==> src/rtl/tron_pkg.sv <==
// Shared constants and enums for the trail engine and its framebuffer address path.
package tron_pkg;

  localparam int H_RES   = 640;
  localparam int V_RES   = 480;
  localparam int FB_SIZE = 307200;
  localparam int FB_AW   = 19;

  typedef enum logic [1:0] {
    DIR_UP    = 2'd0,
    DIR_RIGHT = 2'd1,
    DIR_DOWN  = 2'd2,
    DIR_LEFT  = 2'd3
  } dir_t;

  typedef enum logic [2:0] {
    S_IDLE  = 3'd0,
    S_CLEAR = 3'd1,
    S_PLACE = 3'd2,
    S_RUN   = 3'd3,
    S_STEP  = 3'd4,
    S_CRASH = 3'd5
  } state_t;

  // Opposite heading: up<->down, right<->left.
  function automatic dir_t dir_reverse(dir_t d);
    return dir_t'(d ^ 2'd2);
  endfunction

endpackage

==> src/rtl/trail_engine_if.sv <==
// Control inputs and framebuffer/status outputs of the trail engine.
interface trail_engine_if;
  import tron_pkg::*;

  logic             tick;
  logic             start;
  logic             dir_valid;
  logic [1:0]       dir_req;
  logic [FB_AW-1:0] wr_addr;
  logic             wr_data;
  logic             wr_en;
  logic [9:0]       head_x;
  logic [8:0]       head_y;
  logic             crashed;
  logic             busy;

  modport master (
    output tick, start, dir_valid, dir_req,
    input  wr_addr, wr_data, wr_en, head_x, head_y, crashed, busy
  );

  modport slave (
    input  tick, start, dir_valid, dir_req,
    output wr_addr, wr_data, wr_en, head_x, head_y, crashed, busy
  );

endinterface

==> src/rtl/fb_addr.sv <==
// Combinational pixel (x,y) to linear framebuffer address, y*640+x built from shifts.
module fb_addr
  import tron_pkg::*;
(
  input  logic [9:0]       x,
  input  logic [8:0]       y,
  output logic [FB_AW-1:0] addr
);

  logic [FB_AW-1:0] y_w;

  assign y_w  = FB_AW'(y);
  assign addr = (y_w << 9) + (y_w << 7) + FB_AW'(x);

endmodule

==> src/rtl/trail_engine.sv <==
// Light-cycle trail engine: clears the framebuffer, places the head, then draws one pixel per step.
// Optional TRON_WRAP_EN: screen edges wrap around instead of crashing.
//
// state   | meaning
// IDLE    | after reset, waiting for START
// CLEAR   | writing 0 to every framebuffer word, one per cycle
// PLACE   | head set to start position, start pixel written
// RUN     | waiting for TICK, collecting heading requests
// STEP    | head moved, new pixel written
// CRASH   | head left the screen, waiting for START
module trail_engine
  import tron_pkg::*;
#(
  parameter int         START_X   = 320,
  parameter int         START_Y   = 240,
  parameter logic [1:0] START_DIR = 2'd1,
  parameter int         CLEAR_LEN = FB_SIZE  // words cleared per round; the full frame by default
) (
  input  logic          clock,
  input  logic          reset_n,
  trail_engine_if.slave bus
);

  localparam logic [9:0]       SX         = 10'(START_X);
  localparam logic [8:0]       SY         = 9'(START_Y);
  localparam logic [9:0]       X_MAX      = 10'(H_RES - 1);
  localparam logic [8:0]       Y_MAX      = 9'(V_RES - 1);
  localparam logic [FB_AW-1:0] CLEAR_LAST = FB_AW'(CLEAR_LEN - 1);
`ifdef TRON_WRAP_EN
  localparam bit WRAP = 1'b1;
`else
  localparam bit WRAP = 1'b0;
`endif

  state_t           state, state_nxt;
  logic [9:0]       head_x, head_x_nxt;
  logic [8:0]       head_y, head_y_nxt;
  dir_t             heading, heading_nxt;
  dir_t             pend, pend_nxt;
  logic             pend_v, pend_v_nxt;
  logic [FB_AW-1:0] wr_addr, wr_addr_nxt;
  logic             wr_data, wr_data_nxt;
  logic             wr_en, wr_en_nxt;
  logic             crashed, crashed_nxt;
  logic             busy, busy_nxt;

  dir_t             req, eff_dir;
  logic             req_ok, off;
  logic [9:0]       nx, pos_x;
  logic [8:0]       ny, pos_y;
  logic [FB_AW-1:0] pos_addr;

  // Single address generator: start pixel while clearing, next head pixel otherwise.
  assign pos_x = (state == S_CLEAR) ? SX : nx;
  assign pos_y = (state == S_CLEAR) ? SY : ny;

  fb_addr u_fb_addr (
    .x    (pos_x),
    .y    (pos_y),
    .addr (pos_addr)
  );

  always_comb begin
    req     = dir_t'(bus.dir_req);
    req_ok  = bus.dir_valid && (req != dir_reverse(heading));
    eff_dir = heading;
    if (pend_v) eff_dir = pend;
    if (req_ok) eff_dir = req;

    nx  = head_x;
    ny  = head_y;
    off = 1'b0;
    case (eff_dir)
      DIR_UP: begin
        if (head_y == 9'd0) begin off = 1'b1; ny = Y_MAX; end
        else ny = head_y - 9'd1;
      end
      DIR_RIGHT: begin
        if (head_x == X_MAX) begin off = 1'b1; nx = 10'd0; end
        else nx = head_x + 10'd1;
      end
      DIR_DOWN: begin
        if (head_y == Y_MAX) begin off = 1'b1; ny = 9'd0; end
        else ny = head_y + 9'd1;
      end
      default: begin
        if (head_x == 10'd0) begin off = 1'b1; nx = X_MAX; end
        else nx = head_x - 10'd1;
      end
    endcase
  end

  always_comb begin
    state_nxt   = state;
    head_x_nxt  = head_x;
    head_y_nxt  = head_y;
    heading_nxt = heading;
    pend_nxt    = pend;
    pend_v_nxt  = pend_v;
    wr_addr_nxt = wr_addr;
    wr_data_nxt = 1'b0;
    wr_en_nxt   = 1'b0;

    case (state)
      S_IDLE, S_CRASH: begin
        if (bus.start) begin
          state_nxt   = S_CLEAR;
          wr_en_nxt   = 1'b1;
          wr_addr_nxt = '0;
        end
      end
      S_CLEAR: begin
        wr_en_nxt = 1'b1;
        if (wr_addr == CLEAR_LAST) begin
          state_nxt   = S_PLACE;
          wr_addr_nxt = pos_addr;
          wr_data_nxt = 1'b1;
          head_x_nxt  = SX;
          head_y_nxt  = SY;
          heading_nxt = dir_t'(START_DIR);
          pend_v_nxt  = 1'b0;
        end else begin
          wr_addr_nxt = wr_addr + 1'b1;
        end
      end
      S_PLACE: state_nxt = S_RUN;
      S_RUN: begin
        if (bus.start) begin
          state_nxt   = S_CLEAR;
          wr_en_nxt   = 1'b1;
          wr_addr_nxt = '0;
        end else if (bus.tick) begin
          pend_v_nxt = 1'b0;
          if (off && !WRAP) begin
            state_nxt = S_CRASH;
          end else begin
            state_nxt   = S_STEP;
            heading_nxt = eff_dir;
            head_x_nxt  = nx;
            head_y_nxt  = ny;
            wr_en_nxt   = 1'b1;
            wr_data_nxt = 1'b1;
            wr_addr_nxt = pos_addr;
          end
        end else if (req_ok) begin
          pend_nxt   = req;
          pend_v_nxt = 1'b1;
        end
      end
      S_STEP:  state_nxt = S_RUN;
      default: state_nxt = S_IDLE;
    endcase

    crashed_nxt = (state_nxt == S_CRASH);
    busy_nxt    = (state_nxt == S_CLEAR) || (state_nxt == S_PLACE);
  end

  always_ff @(posedge clock or negedge reset_n) begin
    if (!reset_n) begin
      state   <= S_IDLE;
      head_x  <= SX;
      head_y  <= SY;
      heading <= dir_t'(START_DIR);
      pend    <= DIR_UP;
      pend_v  <= 1'b0;
      wr_addr <= '0;
      wr_data <= 1'b0;
      wr_en   <= 1'b0;
      crashed <= 1'b0;
      busy    <= 1'b0;
    end else begin
      state   <= state_nxt;
      head_x  <= head_x_nxt;
      head_y  <= head_y_nxt;
      heading <= heading_nxt;
      pend    <= pend_nxt;
      pend_v  <= pend_v_nxt;
      wr_addr <= wr_addr_nxt;
      wr_data <= wr_data_nxt;
      wr_en   <= wr_en_nxt;
      crashed <= crashed_nxt;
      busy    <= busy_nxt;
    end
  end

  assign bus.wr_addr = wr_addr;
  assign bus.wr_data = wr_data;
  assign bus.wr_en   = wr_en;
  assign bus.head_x  = head_x;
  assign bus.head_y  = head_y;
  assign bus.crashed = crashed;
  assign bus.busy    = busy;

endmodule
==> src/flat_wrapper.sv <==
// flat-port wrapper written by rule: the top's interface ports become plain ports
module trail_engine_flat import tron_pkg::*;
#(
  parameter int         START_X   = 320,
  parameter int         START_Y   = 240,
  parameter logic [1:0] START_DIR = 2'd1,
  parameter int         CLEAR_LEN = FB_SIZE                                                       
)
  (clock, reset_n, bus_tick, bus_start, bus_dir_valid, bus_dir_req, bus_wr_addr, bus_wr_data, bus_wr_en, bus_head_x, bus_head_y, bus_crashed, bus_busy);
  trail_engine_if bus_i ();
  input  logic clock;
  input  logic reset_n;
  input wire logic [$bits(bus_i.tick)-1:0] bus_tick;
  input wire logic [$bits(bus_i.start)-1:0] bus_start;
  input wire logic [$bits(bus_i.dir_valid)-1:0] bus_dir_valid;
  input wire logic [$bits(bus_i.dir_req)-1:0] bus_dir_req;
  output wire logic [$bits(bus_i.wr_addr)-1:0] bus_wr_addr;
  output wire logic [$bits(bus_i.wr_data)-1:0] bus_wr_data;
  output wire logic [$bits(bus_i.wr_en)-1:0] bus_wr_en;
  output wire logic [$bits(bus_i.head_x)-1:0] bus_head_x;
  output wire logic [$bits(bus_i.head_y)-1:0] bus_head_y;
  output wire logic [$bits(bus_i.crashed)-1:0] bus_crashed;
  output wire logic [$bits(bus_i.busy)-1:0] bus_busy;
  assign bus_i.tick = bus_tick;
  assign bus_i.start = bus_start;
  assign bus_i.dir_valid = bus_dir_valid;
  assign bus_i.dir_req = bus_dir_req;
  assign bus_wr_addr = bus_i.wr_addr;
  assign bus_wr_data = bus_i.wr_data;
  assign bus_wr_en = bus_i.wr_en;
  assign bus_head_x = bus_i.head_x;
  assign bus_head_y = bus_i.head_y;
  assign bus_crashed = bus_i.crashed;
  assign bus_busy = bus_i.busy;
  trail_engine #(.START_X(START_X), .START_Y(START_Y), .START_DIR(START_DIR), .CLEAR_LEN(CLEAR_LEN)) u_core (.clock(clock), .reset_n(reset_n), .bus(bus_i));
endmodule
==> config.mk <==
export PLATFORM = sky130hd
export DESIGN_NAME = trail_engine_flat
export DESIGN_NICKNAME = d
export VERILOG_FILES = /design/src/rtl/tron_pkg.sv /design/src/rtl/trail_engine_if.sv /design/src/rtl/fb_addr.sv /design/src/rtl/trail_engine.sv /design/src/flat_wrapper.sv
export SDC_FILE = /design/constraint.sdc
export NUM_CORES = 1
export LEC_CHECK = 0
export CAP_MARGIN = 20
export CORE_UTILIZATION = 44
export DETAILED_ROUTE_END_ITERATION = 8
export HOLD_SLACK_MARGIN = 0.15
export PLACE_DENSITY = 0.75
export SYNTH_ARGS = -nofsm -noshare
export SYNTH_HDL_FRONTEND = slang
export SYNTH_SLANG_ARGS = --single-unit
==> constraint.sdc <==
create_clock -name clock -period 9.4 [get_ports clock]
set_input_delay 0.94 -clock clock [delete_from_list [all_inputs] [get_ports clock]]
set_output_delay 0.94 -clock clock [all_outputs]
set_load 0.1 [all_outputs]
==> reports/summary.txt <==
met2 Use GR: 0.4149
Setup Buffers After CTS: 0
layout cells sized above 1: 0.1007
Die Span X: 104.9 um
startpoint types: input port
Routed wire per std cell: 19.84 um
initial drt markers: 297
sw power: 0.5816 mW
Leak Pwr: 2.059 nW
number of synthesized flops with an enable pin: 0
met3 GRT Util: 0.03868
synthesis-to-finish area growth: 13.47%
RePlAce Congestion: 0.9320
Worst-Margin Slew: 1104 ps
Max Slew Vio Count: 0
worst-path cell chain: clkdlybuf4s50_1 > xnor2_2 > o21ai_4 > mux2i_1 > o221ai_1 > o21a_1 > or2_2 > fa_1 > inv_1 > ha_1 > nor2b_1 > o31a_1 > o311ai_0 > a21bo_2 > a211oi_1 > o21ai_0 > o211ai_1
crit path DAT: 5900 ps
initial core utilization: 0.4529
Post-synth ARST share: 1.000
max_cap viols: 0
die area: 0.01099 mm^2
Final min period: 5682 ps
clock sink count: 50
Int Power: 0.4745 mW
PostCTS Resize Cnt: 0
setup_tns: 0 ps
vias in the first global route: 4503
CTS Root Cell: clkbuf_8
Max-slew headroom: 0.2642
Seq/Total Area, Yosys: 0.2707
crit path kind: in -> reg
later-pin clock latency in the skew report: 340 ps
Crit-path slowest cell: clkdlybuf4s50_1
most frequent cells in the layout: nand2_1 (50), clkdlybuf4s50_1 (47), nor2_1 (45), dfrtp_1 (43), inv_1 (31)
GR Util met1: 0.3666
switch share: 0.5507
fillcell total: 1001
WP buf/inv: 2
final net count: 618
Clock Skew: 5.148 ps
HPWL after detailed placement: 10350 um
most common cell after layout, fill and taps aside: nand2_1
syn avg cell area: 8.386 um^2
# diodes: 0
first-pass GRT wire length: 23340 um
Post-route DRC: 0
vias per std cell: 6.573
Ports: 49
Synth Instances: 555
largest net degree at the start of global routing: 51
Port-buffer cells: 48
CP endpoint kind: register
hold crit path type: reg -> reg
WP data required: 9620 ps
top cell family by delay on the critical path: compound AO/OA/AOI/OAI gates
htree depth: 2
run status: finished, final reports clean
Worst-path clk slew: 110 ps
Crit Path Max Fanout: 11
Routed Antenna Nets: 0
power density cells: 200.0 mW/mm^2
register share of total power: 0.314
fmax: 176.0 MHz
Synth Cell Area: 0.004654 mm^2
RSZ-0062 raised after global routing: no
Crit path largest cell delay: 780 ps
initial antenna violation count: 0
clock power share: 0.141
worst hold slack: 558.6 ps
endpoints failing setup: 0
combinational share of power: 0.546
Overflow after GRT: 0
Fin. Hold Viols: 0
Max rail drop VDD: 0.2233 mV
Yosys Warn Count: 0
Total GRT Usage: 0.2641
FP Rows: 37
DIE HEIGHT: 104.9 um
Synth cell types: 83
number of synthesized register bits: 50
DRT Wirelength: 14330 um
vias post-DR: 4746
Core ar.: 0.01028 mm^2
CTS tree: done
hold buffer count at cts: 0
TritonCTS buffer count: 5
syn_nets: 588
Pre-antenna DRT Iters: 7
Tcrit/Tclk final: 0.6045
clock tree buffer depth: 2
GRT busiest layer: met2
ys flop type: dfrtp_1
-- path summary, 6_finish.rpt --
kind	startpoint	slack [ps]	to	cells past startpoint
setup / recovery	bus_dir_req[1]	3720	u_core.bus.wr_addr[16]	17
hold / removal	u_core.bus.head_y[7]	560	u_core.bus.head_y[7]	1
setup reg to reg	u_core.bus.head_x[3]	4390	u_core.bus.wr_addr[16]	17
hold reg to reg	u_core.bus.head_y[7]	560	u_core.bus.head_y[7]	1
max in group asynchronous	reset_n	8220	u_core.bus.busy	2
min in group asynchronous	reset_n	700	u_core.pend[0]	2
-- power by group through the flow --
stage,Clock (mW),Sequential (mW),Combinational (mW)
3_5_place_dp,0,0.333,0.571
2_1_floorplan,0,0.579,0.187
3_3_place_gp,0,0.330,0.567
5_1_grt,0.159,0.340,0.602
6_report,0.148,0.331,0.576
4_1_cts,0.152,0.329,0.574
-- logic make-up (layout without fill, tap and decap cells) --
group | count (synthesis) | in the layout | synth area share
flip-flops | 50 | 50 | 0.2707
multiplexers | 19 | 19 | 0.04436
buffers and inverters | 60 | 91 | 0.05645
AND/OR/NAND/NOR | 220 | 220 | 0.2387
adder cells (fa/ha/maj) | 26 | 26 | 0.07312
AO/OA/AOI/OAI | 165 | 165 | 0.2828
XOR/XNOR | 15 | 15 | 0.03387
-- through the flow --
stage / area [um^2] / power, mW / cells / worst slack, ps / util
2_1_floorplan: 4654 / 0.7666 / 555 / 4384 / -
3_3_place_gp: 5184 / 0.8972 / 714 / 3589 / 0.5044
3_5_place_dp: 5184 / 0.9036 / 714 / 3381 / 0.5044
4_1_cts: 5281 / 1.055 / 722 / 3751 / 0.5139
5_1_grt: 5281 / 1.101 / 722 / 3332 / 0.5139
6_report: 5281 / 1.056 / 722 / 3718 / 0.5139
-- layer usage --
metal  up-vias  wire (um)
met5         -          0
met4         0        238
met3        22       1080
met2       244       6739
met1      2301       6268
li1       2179          -
-- registers in the layout (all words and copies together) (netlist names) --
| register | count |
|---|---|
| u_core.state | 3 |
| u_core.bus.wr_en | 1 |
| u_core.bus.head_y | 9 |
| u_core.heading | 2 |
| u_core.bus.busy | 1 |
| u_core.pend | 2 |
| u_core.pend_v | 1 |
| u_core.bus.wr_addr | 19 |
| u_core.bus.head_x | 10 |
| u_core.bus.crashed | 1 |
| u_core.bus.wr_data | 1 |
-- cells in the mapped netlist (all sizes together) (11+ instances only) --
| cell | number | area, um^2 |
|---|---|---|
| nor2 | 46 | 175.2 |
| a21oi | 19 | 106.4 |
| dfrtp | 43 | 1076 |
| nor3 | 20 | 100.1 |
| buf | 14 | 90.08 |
| and3 | 17 | 106.4 |
| inv | 31 | 116.4 |
| o211ai | 11 | 87.58 |
| nand4 | 12 | 75.07 |
| nand3 | 29 | 145.1 |
| clkbuf | 15 | 56.30 |
| nand2 | 50 | 187.7 |
| o21ai | 31 | 177.7 |
| ha | 24 | 300.3 |
-- area by class of cell --
class	instances	area [um^2]	area share
sequential	50	1260	0.2386
clock inverter	3	28.78	0.005449
timing repair buffer	52	505.5	0.09571
tap	136	170.2	0.03222
inverter	31	116.4	0.02203
clock buffer	5	68.82	0.01303
multi-input combinational	445	3132	0.5930
Note: power is estimated with default switching activity, not from simulation.
